--- config.mk ---
export PLATFORM = sky130hd
export DESIGN_NAME = controlador_varredura_display
export DESIGN_NICKNAME = d
export VERILOG_FILES = /design/src/rtl/controlador_varredura_display_pkg.sv /design/src/rtl/controlador_varredura_display_divisor.sv /design/src/rtl/controlador_varredura_display.sv
export SDC_FILE = /design/constraint.sdc
export NUM_CORES = 1
export LEC_CHECK = 0
export BUFFER_PORTS_ARGS = -buffer_cell sky130_fd_sc_hd__buf_2
export CORE_ASPECT_RATIO = 0.8
export CORE_MARGIN = 1
export CORE_UTILIZATION = 40
export CTS_CLUSTER_SIZE = 28
export DETAILED_ROUTE_END_ITERATION = 6
export PLACE_DENSITY_LB_ADDON = 0.3
export SYNTH_ARGS = -nofsm -noshare
export SYNTH_HDL_FRONTEND = slang
export SYNTH_HIERARCHICAL = 1
export SYNTH_SLANG_ARGS = --single-unit
export TNS_END_PERCENT = 30
--- constraint.sdc ---
create_clock -name clk -period 1.8 [get_ports clk]
set_input_delay 0.36 -clock clk [delete_from_list [all_inputs] [get_ports clk]]
set_output_delay 0.36 -clock clk [all_outputs]
set_load 0.02 [all_outputs]
--- src/rtl/controlador_varredura_display_pkg.sv ---
// Shared types, width helpers and the leading-zero blank-mask function
// for the display scan controller.
package controlador_varredura_display_pkg;

    // Scan FSM: ON lights the current digit, GAP turns every digit off.
    typedef enum logic {
        ST_ON  = 1'b0,
        ST_GAP = 1'b1
    } state_t;

    // Widest digit count the blank-mask function handles.
    localparam int MAX_DIG = 8;

    // Default geometry of the adder display board.
    localparam int DEF_NUM_DIG = 4;
    localparam int DEF_DIV     = 50000;
    localparam int IDX_W_DEF   = $clog2(DEF_NUM_DIG);
    localparam int CNT_W_DEF   = $clog2(DEF_DIV);

    // Digit-index width; never below one bit.
    function automatic int idx_width(input int num_dig);
        return (num_dig < 2) ? 1 : $clog2(num_dig);
    endfunction

    // Slot-counter width; never below one bit.
    function automatic int cnt_width(input int div);
        return (div < 2) ? 1 : $clog2(div);
    endfunction

    // Digit i (i != 0) is blanked when suppression is on and digits
    // i..num_dig-1 are all zero. Digit 0 is never blanked.
    function automatic logic [MAX_DIG-1:0] blank_mask(
        input logic [4*MAX_DIG-1:0] disp,
        input logic                 lzs,
        input int                   num_dig
    );
        logic [MAX_DIG-1:0] mask;
        logic               zero_above;
        mask       = '0;
        zero_above = 1'b1;
        for (int i = MAX_DIG - 1; i >= 1; i--) begin
            if (i < num_dig) begin
                zero_above = zero_above & (disp[4*i +: 4] == 4'd0);
                mask[i]    = lzs & zero_above;
            end
        end
        return mask;
    endfunction

endpackage

--- src/rtl/controlador_varredura_display_divisor.sv ---
// Slot counter: runs 0..DIV-1 once per digit slot and flags the last ON
// cycle (gap_start) and the last cycle of the slot (slot_end).
module divisor_varredura
    import controlador_varredura_display_pkg::*;
#(
    parameter int DIV   = 50000,
    parameter int BLANK = 2,
    parameter int CNT_W = cnt_width(DIV)
) (
    input  logic             clk,
    input  logic             rst_n,
    output logic [CNT_W-1:0] cnt,
    output logic             gap_start,
    output logic             slot_end
);

    // Strobes are plain decodes of the counter value.
    assign gap_start = (cnt == CNT_W'(DIV - BLANK - 1));
    assign slot_end  = (cnt == CNT_W'(DIV - 1));

    // Free-running slot counter, wraps at the end of every slot.
    always_ff @(posedge clk or negedge rst_n) begin
        if (!rst_n) begin
            cnt <= '0;
        end else if (slot_end) begin
            cnt <= '0;
        end else begin
            cnt <= cnt + 1'b1;
        end
    end

endmodule

--- src/rtl/controlador_varredura_display.sv ---
// Time-multiplexed scan controller for NUM_DIG digits sharing one
// 7-segment decoder. Holds a frame-stable display copy loaded through a
// ready/ack handshake that commits only at frame boundaries.
module controlador_varredura_display
    import controlador_varredura_display_pkg::*;
#(
    parameter int NUM_DIG = 4,
    parameter int DIV     = 50000,
    parameter int BLANK   = 2
) (
    input  logic                 clk,
    input  logic                 rst_n,
    input  logic                 load,
    input  logic [4*NUM_DIG-1:0] din,
    output logic                 ready,
    output logic                 ack,
    input  logic                 lzs,
    output logic [3:0]           nib,
    output logic [NUM_DIG-1:0]   an,
    output logic                 frame_start
);

    localparam int IDX_W = idx_width(NUM_DIG);
    localparam int CNT_W = cnt_width(DIV);
    localparam logic [IDX_W-1:0] LAST_IDX = IDX_W'(NUM_DIG - 1);

    state_t               state;
    state_t               state_next;
    logic [IDX_W-1:0]     idx;
    logic [IDX_W-1:0]     idx_next;
    logic [CNT_W-1:0]     cnt;
    logic                 gap_start;
    logic                 slot_end;

    logic [4*NUM_DIG-1:0] display;
    logic [4*NUM_DIG-1:0] stage;
    logic                 pending;
    logic                 boundary;
    logic                 accept;
    logic                 commit;

    logic [4*MAX_DIG-1:0] disp_ext;
    logic [MAX_DIG-1:0]   blank;
    logic [NUM_DIG-1:0]   an_next;
    logic [3:0]           nib_next;
    logic                 fs_next;

    divisor_varredura #(
        .DIV   (DIV),
        .BLANK (BLANK),
        .CNT_W (CNT_W)
    ) u_divisor (
        .clk       (clk),
        .rst_n     (rst_n),
        .cnt       (cnt),
        .gap_start (gap_start),
        .slot_end  (slot_end)
    );

    // Frame boundary: last GAP cycle of the most significant digit.
    assign boundary = (state == ST_GAP) && slot_end && (idx == LAST_IDX);
    // Staging is only open while nothing is waiting, so accept and commit
    // are mutually exclusive.
    assign accept   = load && !pending;
    assign commit   = boundary && pending;
    assign ready    = !pending;

    // Scan FSM state and digit index registers.
    always_ff @(posedge clk or negedge rst_n) begin
        if (!rst_n) begin
            state <= ST_ON;
            idx   <= '0;
        end else begin
            state <= state_next;
            idx   <= idx_next;
        end
    end

    // Next state: ON until the last ON cycle, GAP until slot end, then
    // advance to the next digit.
    always_comb begin
        state_next = state;
        idx_next   = idx;
        case (state)
            ST_ON: begin
                if (gap_start) state_next = ST_GAP;
            end
            ST_GAP: begin
                if (slot_end) begin
                    state_next = ST_ON;
                    idx_next   = (idx == LAST_IDX) ? '0 : idx + 1'b1;
                end
            end
            default: state_next = ST_ON;
        endcase
    end

    // Load handshake: capture into stage, commit to display at a boundary.
    always_ff @(posedge clk or negedge rst_n) begin
        if (!rst_n) begin
            stage   <= '0;
            display <= '0;
            pending <= 1'b0;
        end else begin
            if (accept) begin
                stage   <= din;
                pending <= 1'b1;
            end
            if (commit) begin
                display <= stage;
                pending <= 1'b0;
            end
        end
    end

    // Zero-extend the display so the shared mask function can be used.
    always_comb begin
        disp_ext                = '0;
        disp_ext[4*NUM_DIG-1:0] = display;
    end

    assign blank = blank_mask(disp_ext, lzs, NUM_DIG);

    // Pin values derived from the current scan state.
    always_comb begin
        an_next  = '1;
        nib_next = 4'd0;
        fs_next  = 1'b0;
        if (state == ST_ON) begin
            if (!blank[idx]) begin
                an_next[idx] = 1'b0;
                nib_next     = display[4*idx +: 4];
            end
            fs_next = (idx == '0) && (cnt == '0);
        end
    end

    // Output registers: one cycle from scan state to pins.
    always_ff @(posedge clk or negedge rst_n) begin
        if (!rst_n) begin
            an          <= '1;
            nib         <= 4'd0;
            frame_start <= 1'b0;
            ack         <= 1'b0;
        end else begin
            an          <= an_next;
            nib         <= nib_next;
            frame_start <= fs_next;
            ack         <= commit;
        end
    end

endmodule

==> results.toml <==
[outcome]
status = "complete, no violations"

[timing]
setup_viol = 0
slew_headroom_pct = 69.0
tightestPinTransition_ns = 0.464
holdWs_ns = 0.258
fmax_ghz = 0.583
finalClockSkew_ns = 0.00817
layout_min_cycle_time_ns = 1.72
fin_crit_sh_pct = 95.3
maxSlewViolCount = 0
hold_violations = 0

[die]
io_pins = 31
fp.dieW_um = 95.4
start_util_pct = 42.5
die_area_um2 = 7320
design.core.area_um2 = 6570
fp.dieH_um = 76.7
rows = 26

[synth]
synthDistinctLibCells = 38
yosysWarnings = 6
synth.avg_cell_area_um2 = 13.7
synth-seq-cells = 62
synthAdderAreaFrac_pct = 2.69
synthesis.area_um2 = 2790
synth-edff-count = 0
synth_top_family_by_area = "multiplexers"
synthSimpleGateAreaFrac_pct = 14.9
synth_compound_area_share_pct = 2.06
synthXorXnorAreaFrac_pct = 3.76
synthesis.nets = 230
synthArstFlopShare_pct = 100
synthesis.instances = 204
synthMuxAreaShare_pct = 18.1
ys.flop_type = "dfrtp_1"
yosysSeqAreaShare_pct = 55.7

[clock_tree]
clock_path_buffers = 2
cts_root_buf = "clkbuf_8"
insertion_delay_ns = 0.33
cts_inserted_buffers = 9
cts_tree = "done"
cts.clk_slew.worst_paths_ns = 0.06
htree_levels = 3
clkSinkCount = 62

[global_routing]
gr-total-overflow = 0
grt_pass1_wl_um = 8470
grt_max_degree = 41
grt_use_total_pct = 15.6
grt_pass1_vias = 1726
antenna_found_initial = 0

[pwr]
power_frac_clock_pct = 40.8
p_int_w = 0.00208
seqPwrFrac_pct = 55.6
power_density_nw_per_um2 = 778
p_comb_share_pct = 3.6
p_sw_w = 0.000545
p_sw_share_pct = 20.7
p_leak_nw = 1.64
peakVddDrop_mv = 0.320

[layout]
fin_nets = 285
syn2layout_area_growth_pct = 21.0
multiInputGateArea_um2 = 1180
drive_above_1_share_pct = 44.3
fin_cells = 346
regArea_um2 = 1560
n_antenna_cell = 0
fillers = 583

[detailed_routing]
vias = 1738
drtAntennaViolNets = 0
dr.pass1.iters = 4
drt-total-wl_um = 4940
dr.first_iter.drc_count = 58
post_drt_via_cell_ratio = 5.02
drc = 0
post_drt_wl_per_cell_um = 14.3

[worst_setup_path]
startpoint_type = "register"
end_kind = "register"
cp_max_fo = 17
worstSetupPathType = "reg -> reg"
crit_required_ns = 2.02
worst_ep_arrival_time_ns = 1.93

[min_path]
hp-class = "in -> reg"

[placed_design]
portBuffers = 30
place_hpwl_um = 3650
place_inst = 331
gp_congestion = 0.816

[run]
maxCapViolCount = 0
## flip-flops by register name, summed over array words and instances, names as in the netlist
register / flops
u_divisor/cnt: 16
nib: 4
an: 4
display: 16
frame_start: 1
idx: 2
state: 1
ack: 1
stage: 16
pending: 1
## cell usage after synthesis (all sizes together) (2+ instances only)
| cell type | n | area share [%] |
|---|---|---|
| and3 | 2 | 0.45 |
| nand2 | 4 | 0.54 |
| nor3 | 3 | 0.72 |
| xor2 | 4 | 1.3 |
| dfrtp | 58 | 52 |
| nand3 | 10 | 2.4 |
| nor4 | 8 | 2.6 |
| mux2 | 33 | 15 |
| ha | 6 | 2.7 |
| dfstp | 4 | 3.8 |
| nand4 | 5 | 2.1 |
| o21ai | 5 | 0.90 |
| buf | 5 | 1.6 |
| xnor2 | 8 | 2.5 |
| nor2b | 9 | 2.0 |
| a31oi | 2 | 0.45 |
| inv | 8 | 1.1 |
| nor4b | 3 | 0.94 |
| nor2 | 15 | 2.3 |
| mux4 | 4 | 3.2 |
## layer usage
metal  vias up  track usage (%)  share of wire (%)  routed length, µm
met1       847             23.5                 52               2550
li1        831                -                  -                  -
met5         -                0                  0                  0
met4         0             6.27                1.3                 65
met2        54             20.5                 41               2040
met3         6             4.76                6.0                295
## power groups by stage
stage / Combinational (W) / Clock (W) / Sequential (W)
after floorplan: 0.0000386 / 0 / 0.00148
after global placement: 0.0000936 / 0 / 0.00149
after detailed placement: 0.0000965 / 0 / 0.00149
after CTS: 0.0000985 / 0.00112 / 0.00146
after global routing: 0.000108 / 0.00118 / 0.00147
final: 0.0000944 / 0.00107 / 0.00146
## through the flow
| step | util, % | setup slack, ns | TNS [ns] | area, µm² | total power, W |
|---|---|---|---|---|---|
| after floorplan | - | -0.107 | -0.967 | 2810 | 0.00151 |
| after global placement | 48.4 | 0.0897 | 0 | 3180 | 0.00158 |
| after detailed placement | 48.4 | 0.0743 | 0 | 3180 | 0.00158 |
| after CTS | 51.2 | 0.0509 | 0 | 3370 | 0.00268 |
| after global routing | 51.4 | -0.0140 | -0.0140 | 3380 | 0.00275 |
| final | 51.4 | 0.0839 | 0 | 3380 | 0.00263 |
## cells by family (layout without fill, tap and decap cells)
kind of cell               Yosys count  count (layout)
DFF                                 62              62
and+or+nand+nor                     62              62
muxes                               38              38
buffers and inverters               14              72
xor gates and xnor gates            12              12
AOI/OAI and AO/OA                   10              10
adders and majority gates            6               6
## area by class of cell
class	count	area share (%)
inverters	8	0.889
clock inverters	1	0.148
well taps	84	3.11
clock buffers	13	5.00
multi-input cells	128	35.1
flip-flops and latches	62	46.1
repair buffers	50	9.70
## path summary, 6_finish.rpt
kind	from	to	slack, ns	cells past startpoint
setup / recovery	u_divisor/cnt[13]	display[2]	0.08	6
hold / removal	din[6]	stage[6]	0.26	2
setup reg to reg	u_divisor/cnt[13]	display[2]	0.08	6
hold reg to reg	stage[7]	display[7]	0.50	1
max in group asynchronous	rst_n	an[2]	0.85	3
min in group asynchronous	rst_n	display[3]	0.43	2
## placed cells by master (no fill, tap or decap), types with 4 or more instances in the layout
| cell | instances |
|---|---|
| dfstp_2 | 4 |
| ha_1 | 6 |
| mux4_2 | 4 |
| inv_1 | 8 |
| nand3_1 | 7 |
| nor2_1 | 14 |
| nor2b_1 | 9 |
| clkbuf_8 | 12 |
| mux2_2 | 24 |
| buf_4 | 17 |
| xor2_1 | 4 |
| nor4_1 | 6 |
| buf_2 | 30 |
| dfrtp_1 | 57 |
| mux2_4 | 9 |
| xnor2_1 | 8 |
| nand2_1 | 4 |
| o21ai_0 | 5 |
## what timing repair did
| item | in CTS | in global routing |
|---|---|---|
| hold buffers | 1 | 0 |
| hold endpoints to repair | 9 | 0 |
| resized for setup | 0 | 2 |
| endpoints found under the setup margin | 0 | 17 |
| buffers inserted | 0 | 0 |
## worst max-delay path: stages (launching register included)
cell and delay (ns):
dfrtp_1 0.39, nor4b_2 0.35, nand3_2 0.15, nor2_4 0.14
nand4_4 0.09, buf_12 0.18, mux2_4 0.30
(Power assumes the default switching activity.)
